### config.mk
export PLATFORM = sky130hd
export DESIGN_NAME = thee_clk_pulse_gen
export DESIGN_NICKNAME = d
export VERILOG_FILES = /design/src/rtl/thee_clk_pulse_gen_pkg.sv /design/src/rtl/thee_phase_counter.sv /design/src/rtl/thee_clk_pulse_gen.sv
export SDC_FILE = /design/constraint.sdc
export NUM_CORES = 1
export LEC_CHECK = 0
export CORE_MARGIN = 1
export CORE_UTILIZATION = 55
export CTS_BUF_LIST = sky130_fd_sc_hd__clkbuf_4
export CTS_CLUSTER_DIAMETER = 30
export DETAILED_ROUTE_END_ITERATION = 8
export HOLD_SLACK_MARGIN = 0.02
export PLACE_DENSITY = 0.88
export SYNTH_ARGS = -nofsm -noshare
export SYNTH_HDL_FRONTEND = slang
export SYNTH_SLANG_ARGS = --single-unit
### constraint.sdc
create_clock -name clk -period 4.65 [get_ports clk]
set_input_delay 0.93 -clock clk [delete_from_list [all_inputs] [get_ports clk]]
set_output_delay 0.93 -clock clk [all_outputs]
set_load 0.03 [all_outputs]
### src/rtl/thee_clk_pulse_gen_pkg.sv
// Shared types and defaults for the burst clock pulse generator.
package thee_clk_pulse_gen_pkg;

    localparam int CNT_W_DEF = 16;

    typedef enum logic [1:0] {
        ST_IDLE = 2'd0,
        ST_HIGH = 2'd1,
        ST_LOW  = 2'd2
    } state_t;

endpackage

### src/rtl/thee_phase_counter.sv
// Loadable down-counter with terminal-count flag; times both HIGH and LOW phases.
module thee_phase_counter #(
    parameter int CNT_W = 16
) (
    input  logic             clk,
    input  logic             rst,
    input  logic             load,
    input  logic [CNT_W-1:0] load_val,
    output logic             tc
);

    logic [CNT_W-1:0] cnt;

    always_ff @(posedge clk) begin
        if (rst) begin
            cnt <= '0;
        end else if (load) begin
            cnt <= load_val;
        end else if (cnt != '0) begin
            cnt <= cnt - 1'b1;
        end
    end

    assign tc = (cnt == '0);

endmodule

### src/rtl/thee_clk_pulse_gen.sv
// Burst clock generator: programmable high/low phase lengths with optional period count.
//
// state   | meaning
// --------+----------------------------------------------------
// IDLE    | stopped, clk_out low, waiting for en
// HIGH    | high phase, clk_out high for H cycles
// LOW     | low phase, clk_out low for L cycles; period ends here
module thee_clk_pulse_gen
    import thee_clk_pulse_gen_pkg::*;
#(
    parameter int CNT_W = CNT_W_DEF
) (
    input  logic             clk,
    input  logic             rst,
    input  logic             en,
    input  logic             cfg_valid,
    output logic             cfg_ready,
    input  logic [CNT_W-1:0] cfg_high,
    input  logic [CNT_W-1:0] cfg_low,
    input  logic [CNT_W-1:0] cfg_count,
    output logic             clk_out,
    output logic             busy,
    output logic             done,
    output logic [CNT_W-1:0] period_cnt
);

    localparam logic [CNT_W-1:0] ONE  = CNT_W'(1);
    localparam logic [CNT_W-1:0] ALL1 = '1;

    state_t state, state_nxt;

    logic             pending;
    logic [CNT_W-1:0] pend_high, pend_low, pend_count;
    logic [CNT_W-1:0] act_high, act_low, act_count;
    logic [CNT_W-1:0] burst_n;
    logic [CNT_W-1:0] eff_high, eff_low, eff_count;
    logic [CNT_W-1:0] period_inc;
    logic             reached;

    logic             load;
    logic [CNT_W-1:0] load_val;
    logic             tc;
    logic             enter_high;
    logic             start;
    logic             period_end;

    // Values that take effect on a HIGH entry: the pending set if one is waiting.
    assign eff_high  = pending ? ((pend_high == '0) ? ONE : pend_high) : act_high;
    assign eff_low   = pending ? ((pend_low  == '0) ? ONE : pend_low)  : act_low;
    assign eff_count = pending ? pend_count : act_count;

    assign period_inc = (period_cnt == ALL1) ? period_cnt : period_cnt + ONE;
    assign reached    = (burst_n != '0) && (period_inc >= burst_n);

    thee_phase_counter #(
        .CNT_W (CNT_W)
    ) u_phase (
        .clk      (clk),
        .rst      (rst),
        .load     (load),
        .load_val (load_val),
        .tc       (tc)
    );

    always_comb begin
        state_nxt  = state;
        load       = 1'b0;
        load_val   = '0;
        enter_high = 1'b0;
        start      = 1'b0;
        period_end = 1'b0;
        case (state)
            ST_IDLE: begin
                if (en) begin
                    state_nxt  = ST_HIGH;
                    load       = 1'b1;
                    load_val   = eff_high - ONE;
                    enter_high = 1'b1;
                    start      = 1'b1;
                end
            end
            ST_HIGH: begin
                if (tc) begin
                    state_nxt = ST_LOW;
                    load      = 1'b1;
                    load_val  = act_low - ONE;
                end
            end
            ST_LOW: begin
                if (tc) begin
                    period_end = 1'b1;
                    if (reached || !en) begin
                        state_nxt = ST_IDLE;
                    end else begin
                        state_nxt  = ST_HIGH;
                        load       = 1'b1;
                        load_val   = eff_high - ONE;
                        enter_high = 1'b1;
                    end
                end
            end
            default: state_nxt = ST_IDLE;
        endcase
    end

    always_ff @(posedge clk) begin
        if (rst) begin
            state      <= ST_IDLE;
            clk_out    <= 1'b0;
            done       <= 1'b0;
            period_cnt <= '0;
            pending    <= 1'b0;
            pend_high  <= '0;
            pend_low   <= '0;
            pend_count <= '0;
            act_high   <= ONE;
            act_low    <= ONE;
            act_count  <= '0;
            burst_n    <= '0;
        end else begin
            state   <= state_nxt;
            clk_out <= (state_nxt == ST_HIGH);
            done    <= (state != ST_IDLE) && (state_nxt == ST_IDLE);

            // Accept and apply are mutually exclusive: accepting needs !pending.
            if (enter_high && pending) begin
                act_high  <= eff_high;
                act_low   <= eff_low;
                act_count <= eff_count;
                pending   <= 1'b0;
            end else if (cfg_valid && !pending) begin
                pend_high  <= cfg_high;
                pend_low   <= cfg_low;
                pend_count <= cfg_count;
                pending    <= 1'b1;
            end

            if (start) begin
                burst_n    <= eff_count;
                period_cnt <= '0;
            end else if (period_end) begin
                period_cnt <= period_inc;
            end
        end
    end

    assign busy      = (state != ST_IDLE);
    assign cfg_ready = !pending;

endmodule

==> key figures <==
Logic synthesis
  – Asr flop ratio synth: 0%
  – Post-synth top flop: dfxtp_1
  – Seq cells post-synth: 149
  – Post-synth EDFFs: 0
  – Syn. warnings: 0
  – Post-synthesis sequential area ratio: 39.4%
  – Syn nets: 989
  – Distinct cells, synth: 61
  – Cell count after synthesis: 917
  – Synthesized area per cell: 8.26 um^2
  – Syn Std Cell Area: 7570 um^2

Drt
  – DRT Wirelength: 17.1 mm
  – Vias per cell: 5.71
  – DRC: 0
  – WL per Instance: 14.8 um
  – Via count of the routed design: 6589
  – Drt first pass iters: 6
  – ANT nets after route: 0
  – 1st-iter DRT viols: 503

Final layout
  – Layout area overhead: 13.9%
  – Inserted Diodes: 0
  – Seq. cell area: 2980 um^2
  – # fillers: 1110
  – Commonest cells after routing, fill and taps aside: dfxtp_1, nand2_1, nor2_1, a21oi_1, mux2i_1
  – Share of cells above drive strength 1: 5.93%
  – Footprint of the multi-input gates: 4280 um^2
  – Fin util: 64.6%
  – Leading cell type in the layout, fill and taps excluded: dfxtp_1
  – Final #Nets: 1037

Floorplanning
  – Die W: 119 um
  – DIE AREA: 14200 um^2
  – Core area: 13300 um^2
  – Starting Density: 56.7%
  – Ports: 72
  – Die H: 119 um
  – Rows: 42

STA
  – Fmax: 240 MHz
  – Tcrit/Tclk final: 89.7%
  – Final worst slack: 0.478 ns
  – RSZ-0062 raised after global routing: no
  – Final Max Tran Viols: 0
  – Worst clock skew: 0.0166 ns
  – Relative max-transition margin: 20.6%
  – Final Hold Violating Endpoints: 0
  – Worst Tran Pin Value: 1.19 ns
  – Final setup TNS: 0 ns
  – Final setup fails: 0
  – Post-route minimum period: 4.17 ns

GRT
  – Largest net degree at the start of global routing: 68
  – GRT overflow: 0
  – Total track usage: 25.4%
  – Vias in the first global route: 6213
  – Initial antenna violation count: 0
  – First-pass GRT wire length: 29.2 mm

Clock tree
  – Clock Sinks: 149
  – Reg clk slew, reported paths: 0.13 ns
  – Clock tree root buffer cell: clkbuf_4
  – Post-CTS Setup Bufs: 0
  – Htree depth: 4
  – Hold Buf Count CTS: 0
  – Post-cts resize count: 0
  – Clock buffer depth: 2
  – Cts bufs inserted: 17
  – Skew-Pair Late Insertion Delay: 0.57 ns
  – CTS tree: done

Worst setup path
  – Worst Path Required: 5.08 ns
  – CP Max Fanout: 29
  – RR Startpoint: period_cnt[0]
  – Arrival time at the worst endpoint: 4.60 ns
  – CP endpoint kind: flop
  – Critical Path Source: period_cnt[0]
  – Worst setup SP type: flop
  – Kind of critical path: reg2reg
  – R2R Setup Slk: 0.48 ns

Placement
  – Port bufs: 71
  – Worst slack at placement: 0.568 ns
  – Post-detail-place hpwl: 12.1 mm
  – Routability cong.: 0.889

Pwr
  – Final Power: 3500 uW
  – Power density cells: 406 nW/um^2
  – Max IR drop VDD: 0.272 mV
  – Leak: 0.00322 uW

Worst hold path
  – Hold path start: pend_low[0]
  – Hold Path Class: reg2reg

Outcome
  – Status: complete, no violations

Run
  – Max Cap Viol: 0
[worst max-delay path, cell delays in order (launching register included)]
cell,delay [ns]
dfxtp_1,0.48
ha_1,0.26
and3_1,0.19
nand4_1,0.14
nor3_1,0.22
buf_4,0.21
xor2_1,0.23
ha_1,0.27
nand2b_1,0.14
a2111o_1,0.40
a311oi_1,0.30
a21oi_1,0.19
nor3_4,0.21
buf_4,0.46
mux2i_1,0.25
nor2_1,0.06
[cell type report]
| cell class | instances | area share [%] |
|---|---|---|
| tap | 176 | 2.55 |
| clock buffer | 18 | 1.57 |
| clock inverter | 14 | 1.57 |
| multi-input combinational | 692 | 49.6 |
| timing repair buffer | 81 | 9.08 |
| inverter | 24 | 1.04 |
| sequential | 149 | 34.6 |
[metrics by stage]
stage / hold slack [ns] / cell area (um^2) / std cells
floorplan: 0.436 / 7570 / 917
CTS: 0.466 / 8620 / 1154
detailed placement: 0.449 / 8350 / 1122
finish: 0.464 / 8620 / 1154
global placement: 0.444 / 8350 / 1122
global route: 0.490 / 8620 / 1154
[flip-flops by register name (all words and copies together) (netlist names)]
register     count
burst_n         16
period_cnt      16
pend_high       16
pend_count      16
done             1
state            2
clk_out          1
act_count       16
u_phase.cnt     16
act_high        16
act_low         16
pend_low        16
pending          1
[power by group]
group,switching (uW),internal [uW],leakage [uW],total (uW)
Clock,472,319,0.000140,791
Sequential,139,1410,0.00122,1550
Combinational,635,528,0.00186,1160
[layer usage]
layer  share of wire [%]  vias up  global-route usage (%)
li1                    -     3298                       -
met1                  46     3080                    33.2
met2                  47      176                    41.2
met3                 4.5       35                    5.51
met4                 2.2        0                    9.30
met5                   0        -                       0
[final timing paths]
path                 end  cells after the start
max reg2reg  act_high[3]                     15
max          act_high[3]                     15
min          pend_low[0]                      2
min reg2reg  pend_low[0]                      2
[cells in the mapped netlist (3+ instances only)]
cell | instances | area (um^2)
nand4b_1 | 3 | 26.3
mux2_2 | 4 | 45.0
buf_2 | 7 | 35.0
nor2b_1 | 3 | 18.8
nor3_1 | 35 | 175
a22oi_1 | 6 | 45.0
nor2_1 | 112 | 420
a21o_1 | 7 | 52.6
nand2b_1 | 10 | 62.6
nor4_1 | 13 | 81.3
mux2i_1 | 73 | 731
nor3b_1 | 3 | 22.5
dfxtp_1 | 149 | 2980
clkbuf_1 | 36 | 135
a211o_1 | 3 | 26.3
buf_1 | 3 | 11.3
nand3_1 | 19 | 95.1
a2bb2oi_1 | 4 | 35.0
nand4_1 | 7 | 43.8
and3_1 | 3 | 18.8
or2_2 | 3 | 18.8
or3_1 | 7 | 43.8
xor2_1 | 28 | 245
xnor2_1 | 31 | 272
ha_1 | 20 | 250
a31oi_1 | 4 | 25.0
o21ai_0 | 11 | 55.1
a211oi_1 | 19 | 143
inv_1 | 24 | 90.1
nand2_1 | 138 | 518
or4_1 | 5 | 37.5
a21oi_1 | 85 | 425
buf_6 | 4 | 45.0
[logic make-up after synthesis]
family                   Yosys count  synth area share, %
XOR/XNOR                          59                 6.82
buffers and inverters             76                 4.38
AO/OA/AOI/OAI                    163                 13.5
multiplexers                      77                 10.2
adder cells (fa/ha/maj)           20                 3.30
flip-flops                       149                 39.4
AND/OR/NAND/NOR                  373                 22.4
Note: power is estimated with default switching activity, not from simulation.
==> patch 1 (same flow settings) <==
The package constant `CNT_W_DEF` goes from 16 to 12.
--- a/src/rtl/thee_clk_pulse_gen_pkg.sv
+++ b/src/rtl/thee_clk_pulse_gen_pkg.sv
@@ -1,7 +1,7 @@
 // Shared types and defaults for the burst clock pulse generator.
 package thee_clk_pulse_gen_pkg;
 
-    localparam int CNT_W_DEF = 16;
+    localparam int CNT_W_DEF = 12;
 
     typedef enum logic [1:0] {
         ST_IDLE = 2'd0,
Ports: changed (resized cfg_count, cfg_high, cfg_low and period_cnt); port bits go from 72 to 56. The function was not compared with the original's and may differ.
==> patch 1 against the unedited design <==
Area after synthesis decreased by 22%. Sequential cell count decreased by 36. Sequential share of layout area decreased by 0.82 points. Design area decreased by 22%. Power decreased by 15%. Worst setup slack improved by 0.0030 ns. Wire length decreased by 18%. Critical path type unchanged. Largest power group unchanged.
==> patch 1: results (changes against the unedited design) <==
First-pass GRT wire length -> 23720 um (-19%)
Synth Area in XOR/XNOR -> 5.658% (-1.2 points)
FFs w/ async S/R, synth -> 0% (unchanged)
Clock Skew -> 0.01777 ns (+0.001121 ns)
Wire per inst -> 15.03 um (+1.4%)
Final Cycle Share -> 89.66% (about the same)
GRT Total Usage -> 26.16% (+0.73 points)
Min-delay src -> act_count[9]
Slew margin rel. -> 23.78% (+3.2 points)
Status -> complete, no violations
Final Net Count -> 835 (-19%)
Leak pwr -> 2.391 nW (-26%)
Fin Hold WS -> 0.4804 ns (+0.01643 ns)
Share of the yosys chip area belonging to registers -> 38.46% (-0.92 points)
Synth unique cells -> 58 (-4.9%)
Routed vias/inst -> 5.964 (+4.5%)
Dpl hpwl -> 9519 um (-21%)
List of most frequent post-synthesis cells -> 113 x dfxtp_1, 111 x nand2_1, 93 x a21oi_1
Vias in the first global route -> 5163 (-17%)
Worst hold path type -> reg2reg
Skew-Pair Late Insertion Delay -> 0.53 ns (-0.04 ns)
Iteration-0 DRC Markers -> 415 (-17%)
Arr. time, crit path -> 4.54 ns (-0.06 ns)
Synthesized instance count -> 744 (-19%)
Count of input and output buffers -> 55 (-23%)
Routed vias -> 5535 (-16%)
Fraction of layout cells with a size suffix above 1 -> 7.702% (+1.8 points)
Crit path from -> period_cnt[0]
DP Worst Slack -> 0.5356 ns (-0.03207 ns)
Post-synthesis compound-gate area fraction -> 19.02% (+5.6 points)
Placed Instance Area -> 6447 um^2 (-23%)
Metal2 WL -> 6406 um (-21%)
Met3 Routed Length -> 1026 um (+33%)
First-pass DRT Iterations -> 5 (-1)
GPL Wtd Cong -> 0.9266 (+4.3%)
Leading post-synthesis cells by cell area -> dfxtp_1 38%, a21oi_1 7.9%, nand2_1 7.1%, nand3_1 4.6%, o21ai_0 4.2%
Worst Path Max Fanout -> 51 (+76%)
Slowest Stage Delay on Critical Path -> 0.56 ns (+0.08 ns)
Synth Area in Adders -> 3.404% (+0.10 points)
Post-synthesis mux area share -> 5.041% (-5.2 points)
Largest net degree at the start of global routing -> 52 (-24%)
Worst VDD drop -> 230.9 uV (-15%)
Clock transition at path regs -> 0.11 ns (-0.02 ns)
Mapped Nets -> 800 (-19%)
patch 1: path summary, 6_finish.rpt:
path                          to  cells past startpoint
hold / removal      act_count[9]                      2
hold reg to reg     act_count[9]                      2
setup reg to reg  u_phase.cnt[0]                     13
setup / recovery  u_phase.cnt[0]                     13
patch 1: final cells by class:
type / instances / area, um^2
Clock buffer: 17 / 127.6
Tap cell: 136 / 170.2
Fill cell: 867 / 3623
Sequential cell: 113 / 2263
Timing Repair Buffer: 62 / 598.1
Inverter: 21 / 78.83
Multi-Input combinational cell: 564 / 3346
Clock inverter: 15 / 116.4
patch 1: power breakdown:
part	internal, mW	total (mW)	switching (mW)
sequential	1.08	1.22	0.138
clock	0.213	0.624	0.411
combinational	0.448	1.13	0.682
total	1.74	2.97	1.23
patch 1: worst max-delay path, delay by kind of cell (launching register included):
family	cells	cell delay (ns)
compound gates	6	1.67
simple gates	4	1.25
flops	1	0.44
xor+xnor	1	0.09
fa+ha+maj	2	0.55
patch 1: routing by layer:
metal  vias to the layer above  track usage, %
li1                       2716               -
met1                      2544           33.36
met2                       237           42.20
met3                        38           5.690
met4                         0           11.97
met5                         -               0
patch 1: cells by family after synthesis:
kind of cell,count (synthesis)
simple gates,287
compound gates,193
buf+inv,68
mux,29
flops,113
xor+xnor,38
fa+ha+maj,16
patch 1: what timing repair did:
item	4_1_cts	5_1_grt
hold buffers	0	0
gates resized for setup	0	0
endpoints found under the setup margin	0	6
buffers inserted	0	0
==> patch 2 (same flow settings) <==
Without the edit above. Encoding of `state_t`: now one-hot (3 bits for 3 states).
--- a/src/rtl/thee_clk_pulse_gen_pkg.sv
+++ b/src/rtl/thee_clk_pulse_gen_pkg.sv
@@ -3,10 +3,10 @@
 
     localparam int CNT_W_DEF = 16;
 
-    typedef enum logic [1:0] {
-        ST_IDLE = 2'd0,
-        ST_HIGH = 2'd1,
-        ST_LOW  = 2'd2
+    typedef enum logic [2:0] {
+        ST_IDLE = 3'b001,
+        ST_HIGH = 3'b010,
+        ST_LOW  = 3'b100
     } state_t;
 
 endpackage
Check against the original RTL: same outputs for any inputs over 4 cycles, from zero or initial values and one cycle with rst high; so few cycles prove little.
==> patch 2 against the unedited design <==
First-iteration DRC count rose by 30%. Non-clock buffer count rose by 3. Sequential cell count rose by 1. Sequential power fell by 3%. Die area rose by 2.1%. Worst setup slack got worse by 0.14 ns. Largest power group unchanged. Final cell count rose by 4.4%. Clock skew rose by 0.0014 ns. Area after synthesis rose by 2.1%. Wire length rose by 6.4%. Design area rose by 1.5%. Core utilization rose by 0.44 points. Power fell by 8.4%. Clock power fell by 10%.
==> patch 2: results (changes against the unedited design) <==
Slew at the pin with the worst max-slew slack -> 1.078 ns (-0.1115 ns)
Initial antenna violation count -> 1 (+1)
Fillers -> 1185 (+6.8%)
Fraction of layout cells with a size suffix above 1 -> 6.226% (+0.30 points)
Post-synthesis compound-gate area fraction -> 15.09% (+1.6 points)
Worst VDD drop -> 192.3 uV (-29%)
Metal2 WL -> 8028 um (-0.91%)
Met2 Usage GRT -> 39.26% (-2.0 points)
Post-synthesis mux area share -> 6.730% (-3.5 points)
Min-delay src -> act_high[7]
Vias in the first global route -> 6257 (+0.71%)
Int Power -> 2.048 mW (-9.1%)
Combinational Power Share -> 30.7% (-2.5 points)
Worst Path Max Fanout -> 26 (-10%)
Routed wire length -> 18210 um (+6.4%)
Synth Area in Adders -> 3.236% (-0.068 points)
Wire per inst -> 15.11 um (+1.9%)
Synth Area in XOR/XNOR -> 6.342% (-0.48 points)
Clock share of power -> 22.1% (-0.5 points)
R2R setup slack -> 0.34 ns (-0.14 ns)
Share of the yosys chip area belonging to registers -> 38.83% (-0.55 points)
Arr. time, crit path -> 4.76 ns (+0.16 ns)
Fmax -> 231.9 MHz (-3.2%)
Met3 Routed Length -> 1178 um (+53%)
Post-Place Cells -> 1172 (+4.5%)
Worst hold endpoint -> act_high[7]
Slowest Stage Delay on Critical Path -> 0.77 ns (+0.29 ns)
Mapped Nets -> 1042 (+5.4%)
GR Layer Usage met1 -> 36.88% (+3.7 points)
Largest net degree at the start of global routing -> 99 (+46%)
Met1 WL -> 8664 um (+10%)
Dpl hpwl -> 12790 um (+5.9%)
First-pass DRT Iterations -> 5 (-1)
Status -> complete, no violations
Placed Instance Area -> 8519 um^2 (+2.0%)
GRT met3 Usage -> 5.519% (+0.011 points)
Slowest cell on the critical path -> or3_2
Clock Skew -> 0.01809 ns (+0.001442 ns)
Critical path endpoint -> act_high[14]
Final Net Count -> 1087 (+4.8%)
-- patch 2: cell count changes after synthesis, sizes merged, moves of 8 or more --
cell    change
nor2       -23
mux2i      -27
nor4       +10
nand2b      +8
o21ai      +13
nand3      +11
a32oi       +8
nand2      +34
a21oi      +14
-- patch 2: repair_timing --
item | CTS | global route
resized for setup | 0 | 1
setup endpoints to repair | 0 | 25
hold buffers | 0 | 0
-- patch 2: final cells by class --
class                   instances  area share [%]
repair buffers                 84           9.350
clock inverters                15           1.158
clock buffers                  17           1.458
inverters                      25           1.072
multi-input cells             737           50.09
well taps                     176           2.516
flip-flops and latches        150           34.32
diodes                          1         0.02859
-- patch 2: kinds of logic (layout without fill, tap and decap cells) --
group | Yosys count | in the layout
xor+xnor | 56 | 56
other cells | 0 | 1
fa+ha+maj | 20 | 20
flops | 150 | 150
simple gates | 417 | 417
buf+inv | 83 | 141
compound gates | 193 | 193
mux | 51 | 51
